===== config.mk =====
export PLATFORM = sky130hd
export DESIGN_NAME = cache_mem_arbiter
export DESIGN_NICKNAME = d
export VERILOG_FILES = /design/src/rtl/cache_mem_pkg.sv /design/src/rtl/rr_arbiter2.sv /design/src/rtl/cache_mem_arbiter.sv
export SDC_FILE = /design/constraint.sdc
export NUM_CORES = 1
export LEC_CHECK = 0
export CAP_MARGIN = 20
export CORE_UTILIZATION = 34
export CTS_BUF_LIST = sky130_fd_sc_hd__clkbuf_4 sky130_fd_sc_hd__clkbuf_8
export CTS_CLUSTER_DIAMETER = 50
export DETAILED_ROUTE_END_ITERATION = 10
export PLACE_DENSITY = 0.85
export REMOVE_ABC_BUFFERS = 1
export SLEW_MARGIN = 20
export SYNTH_ARGS = -nofsm -noshare
export SYNTH_HDL_FRONTEND = slang
export SYNTH_SLANG_ARGS = --single-unit

===== constraint.sdc =====
create_clock -name CLK -period 2 [get_ports CLK]
set_input_delay 0.5 -clock CLK [delete_from_list [all_inputs] [get_ports CLK]]
set_output_delay 0.5 -clock CLK [all_outputs]
set_load 0.02 [all_outputs]

===== src/rtl/cache_mem_pkg.sv =====
// Shared types and helpers for the cache-to-memory arbiter.
package cache_mem_pkg;

  typedef enum logic [1:0] {
    IDLE  = 2'd0,
    CMD   = 2'd1,
    RDATA = 2'd2,
    WDATA = 2'd3
  } state_e;

  typedef enum logic {
    OWN_IC = 1'b0,
    OWN_DC = 1'b1
  } owner_e;

  // Number of byte-offset bits inside one cache line.
  function automatic int unsigned line_off_bits(input int unsigned beats,
                                                input int unsigned data_w);
    return $clog2(beats * data_w / 8);
  endfunction

endpackage


===== src/rtl/rr_arbiter2.sv =====
// Two-way round-robin arbiter; the caller owns the last-grant register.
module rr_arbiter2
  import cache_mem_pkg::*;
(
  input  logic       req_ic_i,
  input  logic       req_dc_i,
  input  owner_e     last_grant_i,
  output logic [1:0] grant_c_o
);

  // One-hot grant (bit 0 icache, bit 1 dcache); a tie goes to the requester not granted last
  always_comb begin
    grant_c_o = 2'b00;
    if (req_ic_i && req_dc_i) begin
      grant_c_o = (last_grant_i == OWN_IC) ? 2'b10 : 2'b01;
    end else if (req_ic_i) begin
      grant_c_o = 2'b01;
    end else if (req_dc_i) begin
      grant_c_o = 2'b10;
    end
  end

endmodule


===== src/rtl/cache_mem_arbiter.sv =====
// Shares the off-chip memory port between icache fills and dcache fills/write-backs.
module cache_mem_arbiter
  import cache_mem_pkg::*;
#(
  parameter int unsigned BEATS  = 4,
  parameter int unsigned DATA_W = 32,
  parameter int unsigned ADDR_W = 32
) (
  input  logic                     CLK,
  input  logic                     reset,
  input  logic                     ic_req,
  input  logic [ADDR_W-1:0]        ic_addr,
  output logic                     ic_done,
  input  logic                     dc_req,
  input  logic                     dc_we,
  input  logic [ADDR_W-1:0]        dc_addr,
  input  logic [DATA_W-1:0]        dc_wdata,
  output logic [$clog2(BEATS)-1:0] dc_wbeat,
  output logic                     dc_done,
  output logic [DATA_W-1:0]        rdata,
  output logic                     ic_rvalid,
  output logic                     dc_rvalid,
  output logic                     mem_cmd_valid,
  input  logic                     mem_cmd_ready,
  output logic                     mem_cmd_rnw,
  output logic [ADDR_W-1:0]        mem_cmd_addr,
  input  logic [DATA_W-1:0]        mem_rdata,
  input  logic                     mem_rdata_valid,
  output logic [DATA_W-1:0]        mem_wdata,
  output logic                     mem_wdata_valid,
  input  logic                     mem_wdata_ready,
  output logic                     busy
);

  localparam int unsigned CNT_W = $clog2(BEATS);
  localparam int unsigned OFF_W = line_off_bits(BEATS, DATA_W);
  localparam logic [ADDR_W-1:0] LINE_MASK = {ADDR_W{1'b1}} << OFF_W;
  localparam logic [CNT_W-1:0]  LAST_BEAT = CNT_W'(BEATS - 1);

  state_e              state_q, state_d;
  owner_e              owner_q, owner_d;
  owner_e              last_q, last_d;
  logic                rnw_q, rnw_d;
  logic [ADDR_W-1:0]   addr_q, addr_d;
  logic [CNT_W-1:0]    cnt_q, cnt_d;
  logic                ic_done_q, ic_done_d;
  logic                dc_done_q, dc_done_d;
  logic [1:0]          grant;

  // A requester whose done is pulsing this cycle is finishing, not asking again
  rr_arbiter2 u_arb (
    .req_ic_i     (ic_req && !ic_done_q),
    .req_dc_i     (dc_req && !dc_done_q),
    .last_grant_i (last_q),
    .grant_c_o    (grant)
  );

  // State register
  always_ff @(posedge CLK or negedge reset) begin
    if (!reset) begin
      state_q <= IDLE;
    end else begin
      state_q <= state_d;
    end
  end

  // Transfer context, beat counter and done pulses
  always_ff @(posedge CLK or negedge reset) begin
    if (!reset) begin
      owner_q   <= OWN_IC;
      last_q    <= OWN_IC;
      rnw_q     <= 1'b0;
      addr_q    <= '0;
      cnt_q     <= '0;
      ic_done_q <= 1'b0;
      dc_done_q <= 1'b0;
    end else begin
      owner_q   <= owner_d;
      last_q    <= last_d;
      rnw_q     <= rnw_d;
      addr_q    <= addr_d;
      cnt_q     <= cnt_d;
      ic_done_q <= ic_done_d;
      dc_done_q <= dc_done_d;
    end
  end

  // Next state: grant in IDLE, command handshake, then count BEATS data beats
  always_comb begin
    state_d   = state_q;
    owner_d   = owner_q;
    last_d    = last_q;
    rnw_d     = rnw_q;
    addr_d    = addr_q;
    cnt_d     = cnt_q;
    ic_done_d = 1'b0;
    dc_done_d = 1'b0;
    case (state_q)
      IDLE: begin
        if (grant != 2'b00) begin
          owner_d = grant[1] ? OWN_DC : OWN_IC;
          last_d  = grant[1] ? OWN_DC : OWN_IC;
          rnw_d   = grant[1] ? ~dc_we : 1'b1;
          addr_d  = (grant[1] ? dc_addr : ic_addr) & LINE_MASK;
          state_d = CMD;
        end
      end
      CMD: begin
        if (mem_cmd_ready) begin
          cnt_d   = '0;
          state_d = rnw_q ? RDATA : WDATA;
        end
      end
      RDATA: begin
        if (mem_rdata_valid) begin
          cnt_d = cnt_q + CNT_W'(1);
          if (cnt_q == LAST_BEAT) begin
            state_d   = IDLE;
            ic_done_d = (owner_q == OWN_IC);
            dc_done_d = (owner_q == OWN_DC);
          end
        end
      end
      WDATA: begin
        if (mem_wdata_ready) begin
          cnt_d = cnt_q + CNT_W'(1);
          if (cnt_q == LAST_BEAT) begin
            state_d   = IDLE;
            dc_done_d = 1'b1;
          end
        end
      end
      default: state_d = IDLE;
    endcase
  end

  // Outputs decoded from state; read/write beats pass through with no added latency
  always_comb begin
    mem_cmd_valid   = 1'b0;
    mem_cmd_rnw     = 1'b0;
    mem_cmd_addr    = '0;
    rdata           = '0;
    ic_rvalid       = 1'b0;
    dc_rvalid       = 1'b0;
    mem_wdata       = '0;
    mem_wdata_valid = 1'b0;
    dc_wbeat        = '0;
    case (state_q)
      CMD: begin
        mem_cmd_valid = 1'b1;
        mem_cmd_rnw   = rnw_q;
        mem_cmd_addr  = addr_q;
      end
      RDATA: begin
        rdata     = mem_rdata;
        ic_rvalid = mem_rdata_valid && (owner_q == OWN_IC);
        dc_rvalid = mem_rdata_valid && (owner_q == OWN_DC);
      end
      WDATA: begin
        mem_wdata_valid = 1'b1;
        mem_wdata       = dc_wdata;
        dc_wbeat        = cnt_q;
      end
      default: ;
    endcase
  end

  assign busy    = (state_q != IDLE);
  assign ic_done = ic_done_q;
  assign dc_done = dc_done_q;

endmodule


# Word level (Yosys, flattened, before mapping)
# Index checks and enable logic that the tools add are counted.
classes:
  addsub: 1
  mul: 0
  div_mod_pow: 0
  order_cmp: 0
  n_eq_ne: 8
  shift: 0
  mux: 35
  bitwise_logic: 2
  reduce_logical: 14
ops:
  columns: ["op", "count"]
  rows:
  - ["2-to-1 mux 32 bit", 4]
  - ["2-to-1 mux 2 bit", 13]
  - ["2-to-1 mux 1 bit", 15]
  - ["inequality test 2 bit (second input constant)", 4]
  - ["case mux 2 bit (4 select lines)", 1]
  - ["AND reduction 4 bit", 2]
  - ["equality test 2 bit (second input constant)", 3]
  - ["case mux 2 bit (3 select lines)", 1]
  - ["logical AND 1 bit", 5]
  - ["nonzero test 2 bit", 2]
  - ["nonzero test 3 bit", 1]
  - ["adder 2 x 1 -> 2 bit (second input constant)", 1]
  - ["equality test 2 x 1 -> 1 bit (second input constant)", 1]
  - ["logical NOT 1 bit", 2]
  - ["logical NOT 2 bit", 1]
  - ["NOT 1 bit", 2]
  - ["case mux 1 bit (2 select lines)", 1]
  - ["AND reduction 2 bit", 1]
totals:
  reg_bits: 36
  latchBits: 0
  ram_bits: 0
  rom_bits: 0
  elab_cells: 67
  n_memories: 0

# Depth between registers and ports, before layout
logic_depth:
  depth_word: 8
  ltp_mapped: 5

# Hierarchy
# Synthesis repeated with hierarchy kept, for this count alone.
hier_totals:
  hier_cells: 255
  area_unflattened_um2: 2600.0
by_module_without_submodules:
  columns: ["module", "n_inst", "cells_each", "area_per_inst_um2", "seq_area_each_um2"]
  rows:
  - ["cache_mem_arbiter", 1, 252, 2581.2, 900.9]
  - ["rr_arbiter2", 1, 3, 18.8, 0.0]

# Worst setup path after synthesis
# No wires, ideal clock.
synth_path:
  path_kind: "register to output"
  start: "register state_q[0]"
  end: "output mem_cmd_addr[22]"
  t_arrival_ps: 1283
  t_required_ps: 1500
  path_slack_ps: 217
  stages_incl_launch_ff: 4
  n_path_buf: 1
  cell_sequence: "dfrtp_1 nor2b_1 clkbuf_1 and2_1"
synth_between:
  elab_chain_cells: 2
synth_lines:
  columns: ["item", "line_no", "source"]
  rows:
  - ["start, declared", "cache_mem_arbiter.sv:40", "state_e state_q, state_d;"]
  - ["start signal, assigned", "cache_mem_arbiter.sv:63", "state_q <= state_d;"]
  - ["equality test 2 x 1 -> 1 bit", "cache_mem_arbiter.sv:148", "case (state_q)"]
  - ["2-to-1 mux 32 bit", "cache_mem_arbiter.sv:148", null]
  - ["end, declared", "cache_mem_arbiter.sv:26", "output logic [ADDR_W-1:0] mem_cmd_addr,"]
# No other way between the ends.

# Worst setup path in the final report
layout_path:
  start: "register state_q[0]"
  end: "output rdata[4]"
layout_between:
  elab_chain_cells: 2
layout_lines:
  columns: ["item", "line_no", "source"]
  rows:
  - ["equality test 2 bit", "cache_mem_arbiter.sv:148", null]
  - ["2-to-1 mux 32 bit", "cache_mem_arbiter.sv:148", null]
  - ["end, declared", "cache_mem_arbiter.sv:20", "output logic [DATA_W-1:0] rdata,"]
# No other way between the ends.

==> summary.txt <==
Critical path
  • R2r endpoint: addr_q[19]
  • Worst Path Max Fanout: 9
  • Worst Setup Start Kind: register
  • Critical R2R Launch: state_q[1]
  • Reg2reg path depth: 5
  • Setup CP Type: reg2out
  • Crit. End Element: output port
  • WP data required: 1500 ps
  • WP data arrival: 1500 ps
  • Register-to-register setup slack: about 160 ps

STA
  • Max Slew Vio Count: 0
  • Skew final: 5.572 ps
  • Final WS setup: -4.820 ps
  • Fin crit period: about 2000 ps
  • Final TNS setup: -9.187 ps
  • Endpoints failing setup: 2
  • Worst Max-Slew Pin Slew: roughly 530 ps
  • FMAX: ~500 MHz
  • WHS: 183.0 ps
  • Relative max-transition margin: 0.6474
  • Unrepaired setup endpoints after global routing: true
  • Fin. Hold Viols: 0
  • Fin crit share: 1.002

Yosys
  • Seq/Total Area, Yosys: 0.3093
  • Yosys reg bits: 36
  • Gate count of the mapped netlist: 353
  • Post-synth EDFFs: 0
  • Share of the synthesized area in the top cell type: 0.3093
  • Yosys top cell by area: dfrtp_1
  • Post-synth ARST share: 1.000
  • Syn avg cell area: approximately 8.3 um^2
  • Largest cells by area after synthesis: dfrtp_1 31%, and2_1 13%, and3b_1 8.7%, a221oi_1 8.4%, and3_1 7.5%
  • Synth unique cells: 32
  • Top FF cell, synth: dfrtp_1
  • Ys Warns: 0
  • Post-Syn Area: 2913 um^2

Placement
  • I/O Buffers: 229
  • Routability-driven placement congestion ratio: 0.9243
  • Dpl hpwl: between 8000 and 9000 um

Floorplanning
  • Die Y: 94.56 um
  • Core area: 8258 um^2
  • Die X-Extent: between 90 and 100 um
  • Initial core utilization: 0.3527
  • Site Rows: 33
  • Die area: ~9000 um^2
  • IO Count: 242

Worst hold path
  • Min-delay worst type: in2async

Clocking
  • TritonCTS Buffers: 5
  • Root buffer cell: clkbuf_8
  • CTS clock-pin slew for the worst setup and hold paths: 70 ps
  • Worst-Skew Late Latency: between 200 and 300 ps
  • CTS tree: built
  • CTS max path bufs: 2
  • CTS sink count: 36
  • Htree depth: 2

Outcome
  • Status: complete, but fails checks
  • Failing checks: negative setup slack

Layout
  • Reg area: between 900 and 1000 um^2
  • Layout cells sized above 1: 0.2835
  • Ant. Diodes: 0
  • Most frequent cells in the layout: 128 x clkdlybuf4s50_1, 48 x and2_1, 41 x buf_6
  • Area of the multi-input gates: 1759 um^2
  • Commonest non-fill, non-tap cell in the layout: clkdlybuf4s50_1
  • Fin nets: 718
  • Fillers: 721
  • Area delta synth->final: 84.75%

Global routing
  • GRT Residual Overflow: 0
  • GRT Total Usage: 0.2518
  • Global-route wire length before repair: 17570 um
  • Initial antenna violation count: 0
  • Largest net degree at the start of global routing: 42
  • Number of global-route vias before repair: 3555

Route
  • DRC Markers: 0
  • DR pass1 iterations: 4
  • Top Layer Used: met4
  • Number of routed nets with antenna violations: 0
  • Met1 Routed Length: 4819 um
  • Drt initial violations: 165
  • Met3 wire length: about 940 um
  • Wire per inst: 17.20 um
  • Vias after detailed routing: about 3.6k
  • Wire length on met2: 5675 um
  • Vias per cell: 5.279
  • Final wirelength: 11820 um

Pwr
  • Peak VDD IR: 0.7072 mV
  • Leakage: around 2.7 nW
  • Pwr Density: 1240 nW/um^2

Run
  • Maxcap violations: 0
==> metrics by stage <==
stage	instances	worst slack (ps)	util	cell area, um^2	total power, W
finish	687	-4.820	0.6517	5381	0.006674
floorplan	311	-621.0	-	2701	0.003670
detailed placement	669	-309.3	0.6482	5353	0.005976
global route	687	-75.05	0.6517	5381	0.007113
global placement	669	-305.0	0.6482	5353	0.005898
CTS	678	-19.05	0.6502	5369	0.006238
==> cell usage after synthesis (2+ instances only) <==
library cell,instances
nand2_1,8
o21ai_1,4
buf_4,5
clkbuf_1,27
nand2b_1,3
a221oi_1,28
inv_1,29
buf_6,3
a22oi_1,29
and2_1,62
nor2b_1,2
and3b_1,29
and3_1,35
o21ai_0,24
dfrtp_1,36
mux2i_1,4
buf_2,10
==> area by class of cell <==
| type | instances | area share |
|---|---|---|
| Sequential cell | 36 | 0.1679 |
| Inverter | 29 | 0.02023 |
| Tap cell | 105 | 0.02441 |
| Clock buffer | 8 | 0.01814 |
| Multi-Input combinational cell | 246 | 0.3269 |
| Timing Repair Buffer | 263 | 0.4425 |
==> registers in the layout (all words and copies together) (netlist names) <==
signal / flops
state_q: 2
last_q: 1
rnw_q: 1
dc_done: 1
cnt_q: 2
ic_done: 1
addr_q: 28
==> worst max-delay path by stage <==
stage	start	end	slack, ps	cells past startpoint
floorplan	state_q[0]	mem_cmd_addr[10]	-620	2
global placement	mem_rdata_valid	ic_rvalid	-310	4
detailed placement	mem_rdata_valid	ic_rvalid	-310	4
CTS	state_q[0]	mem_cmd_addr[8]	-20	4
global route	state_q[0]	ic_rvalid	-80	6
finish	state_q[0]	rdata[4]	-5	5
==> critical path, stage by stage (launching register included) <==
cell     delay [ps]
dfrtp_2         430
buf_6           130
nor2b_4         190
buf_6           160
and2_1          180
buf_6           130
==> metal layers <==
layer | GRT usage | vias up
li1 | - | 1700
met1 | 0.3136 | 1698
met2 | 0.4330 | 200
met3 | 0.04026 | 29
met4 | 0.1010 | 0
met5 | 0 | -
==> timing repair <==
| item | in CTS | in global routing |
|---|---|---|
| pin swaps | 0 | 7 |
| gates resized for setup | 256 | 207 |
| hold buffers | 0 | 0 |
| cloned | 1 | 4 |
| setup endpoints to repair | 99 | 81 |
| buffers inserted | 0 | 5 |
==> report_power, final <==
part           internal, W  switching, W  total [W]
clock network     0.000308      0.000258   0.000566
logic              0.00225       0.00256    0.00482
registers          0.00108      0.000208    0.00129
total              0.00364       0.00303    0.00667
==> kinds of logic (layout without fill, tap and decap cells) <==
family | after synthesis | in the layout | share of synthesized area
adders and majority gates | 1 | 1 | 0.004295
AOI/OAI and AO/OA | 90 | 90 | 0.2221
and+or+nand+nor | 146 | 146 | 0.3325
muxes | 4 | 4 | 0.01375
DFF | 36 | 36 | 0.3093
buffers and inverters | 74 | 300 | 0.1138
xor gates and xnor gates | 1 | 1 | 0.003007
other | 1 | 4 | 0.001287
Note: power is estimated with default switching activity, not from simulation.
==> edit: new RTL, config.mk and constraints unchanged <==
`addr_q` no longer has a reset.
--- a/src/rtl/cache_mem_arbiter.sv
+++ b/src/rtl/cache_mem_arbiter.sv
@@ -71,5 +71,4 @@
       last_q    <= OWN_IC;
       rnw_q     <= 1'b0;
-      addr_q    <= '0;
       cnt_q     <= '0;
       ic_done_q <= 1'b0;
@@ -79,9 +78,12 @@
       last_q    <= last_d;
       rnw_q     <= rnw_d;
-      addr_q    <= addr_d;
       cnt_q     <= cnt_d;
       ic_done_q <= ic_done_d;
       dc_done_q <= dc_done_d;
     end
+  end
+
+  always_ff @(posedge CLK) begin
+    addr_q <= addr_d;
   end
 
Formal check against the unedited RTL: no difference found for any inputs over 10 cycles, from zero or initial values and one cycle with reset low; that may be too few to reach the edited logic, so the function may still have changed.
==> edit against the original RTL <==
- total power shrank 20%
- synthesized area decreased by 16%
- non-clock buffer count down 17
- highest routed layer unchanged
- worst setup slack gained 8.3 ps
- cell area fell by 9.1%
- utilization grew 6.1 points
- sequential cell count did not move
- wire length fell by 22%
==> edit: results (changes against the original RTL) <==
| Metric | Value |
|---|---|
| Pin count of the biggest net entering global routing | `44 (+4.8%)` |
| Worst-Skew Late Latency | `280 ps (about the same)` |
| R2R Path End | `addr_q[24]` |
| PortBufs | `229 (unchanged)` |
| Post-synthesis sequential area ratio | `0.426 (+0.117)` |
| Length in cells of the worst reg-to-reg path | `5 (unchanged)` |
| CP startpoint | `state_q[0]` |
| Final nets | `593 (-17%)` |
| Worst path top cell family by delay | `simple AND/OR/NAND/NOR gates` |
| CP Data Arrival Time | `1500 ps (about the same)` |
| Worst clock skew | `3.86 ps (-1.71 ps)` |
| Main synth FF type | `edfxtp_1` |
| FF-to-FF Start | `state_q[1]` |
| Total GRT Usage | `0.240 (-0.0114)` |
| EDFF count, synth | `28 (+28)` |
| Worst slack, placed | `-300 ps (+9.08 ps)` |
| Initial antenna violation count | `1 (+1)` |
| Top Registers | `addr_q x28, cnt_q x2, state_q x2` |
| CTS Buf Count | `5 (unchanged)` |
| Vias in the first global route | `2624 (-26%)` |
| Yosys cell types | `29 (-9.4%)` |
| CTS H-tree depth | `2 (unchanged)` |
| Via-per-instance ratio | `4.59 (-13%)` |
| Syn. warnings | `0 (unchanged)` |
| Top cells by count, synth | `and2_1, and3_1, mux2_4, edfxtp_1, clkbuf_1` |
| Crit-path max cell delay | `roughly 420 ps` |
| Top area cells in the synthesized netlist | `edfxtp_1, mux2_4, and2_1, and3_1, dfrtp_1` |
| Max Buffers Root-to-Sink | `2 (unchanged)` |
| Slowest-stage cell, CP | `dfrtp_1` |
| CTS Root Cell | `clkbuf_8` |
| Asr flop ratio synth | `0.222 (-0.778)` |
| First-pass GRT wire length | `13.4 mm (-24%)` |
| Layout cells sized above 1 | `0.311 (+0.0272)` |
| Clock transition at path regs | `70 ps (about the same)` |
| Final setup violation count | `0 (-2)` |
| Worst Hold Class | `in -> async` |
| Outcome | `finished clean` |
| Lkg Pwr | `2.43 nW (-10%)` |
| Pre-antenna DRT Iters | `4 (unchanged)` |
| Worst-path maximum fanout | `17 (+8)` |
| Drt first-iter violations | `63 (-62%)` |
| Flop2flop setup slack | `450 ps (+290 ps)` |
| Peak supply drop | `0.662 mV (-6.4%)` |
| RePlAce Congestion | `0.843 (-8.8%)` |
| HPWL after DPL | `7.27 mm (-15%)` |
| WL/cell | `16.7 um (-3.2%)` |
| Sw frac | `0.408 (-0.0463)` |
-- edit: cell count changes after synthesis, moves of 8 or more --
cell	delta
a22oi_1	-29
and3b_1	-29
mux2_4	+29
dfrtp_1	-28
edfxtp_1	+28
a221oi_1	-27
inv_1	-24
o21ai_0	-22
clkbuf_1	-14
buf_2	-8
-- edit: layer usage --
| layer | up-vias | GRT usage | part of all wire |
|---|---|---|---|
| met4 | 0 | 0.0879 | 0.023 |
| met1 | 1176 | 0.256 | 0.37 |
| met3 | 15 | 0.0552 | 0.073 |
| met2 | 129 | 0.459 | 0.53 |
| met5 | - | 0 | 0 |
| li1 | 1222 | - | - |
-- edit: cell families (layout without fill, tap and decap cells) --
group                      after synthesis  after routing  share of synthesized area
adders and majority gates                1              1                    0.00512
and+or+nand+nor                        115            115                      0.288
buffers and inverters                   28            259                     0.0625
other                                    1              5                    0.00154
muxes                                   29             29                      0.178
DFF                                     36             36                      0.426
AOI/OAI and AO/OA                       13             13                     0.0379
-- edit: power by group through the flow --
stage	Sequential, mW	Combinational [mW]	Clock, mW
global route	1.12	3.84	0.687
detailed placement	1.11	3.67	0
CTS	1.10	3.66	0.656
global placement	1.10	3.61	0
finish	1.10	3.60	0.641
floorplan	1.20	1.70	0
-- edit: final cells by class --
type,instances,area [um^2]
antenna,1,2.50
clock buffer,6,76.3
clock inverter,2,35.0
fill,549,1980
inverter,5,18.8
multi-input combinational,162,1310
sequential,36,1040
tap,96,120
timing repair buffer,246,2290
-- edit: through the flow --
stage	area (um^2)	util	power (mW)	instances	hold WS (ps)
finish	4890	0.712	5.35	554	519
floorplan	2320	-	2.91	203	204
detailed placement	4890	0.712	4.78	543	530
global route	4890	0.712	5.65	554	542
global placement	4890	0.712	4.71	543	518
CTS	4910	0.715	5.42	554	509
-- edit: how the worst max path moves through the flow --
stage | to | slack [ps] | cells past startpoint
6_report | ic_rvalid | 4 | 5
5_1_grt | ic_rvalid | -60 | 5
3_5_place_dp | ic_rvalid | -300 | 4
2_1_floorplan | ic_rvalid | -230 | 3
3_3_place_gp | ic_rvalid | -270 | 4
4_1_cts | mem_wdata[18] | -190 | 3
-- edit: timing repair --
item,in CTS,in global routing
resized for setup,329,31
buffers inserted,2,0
setup endpoints to repair,98,61
cloned,1,1
pin swaps,15,1
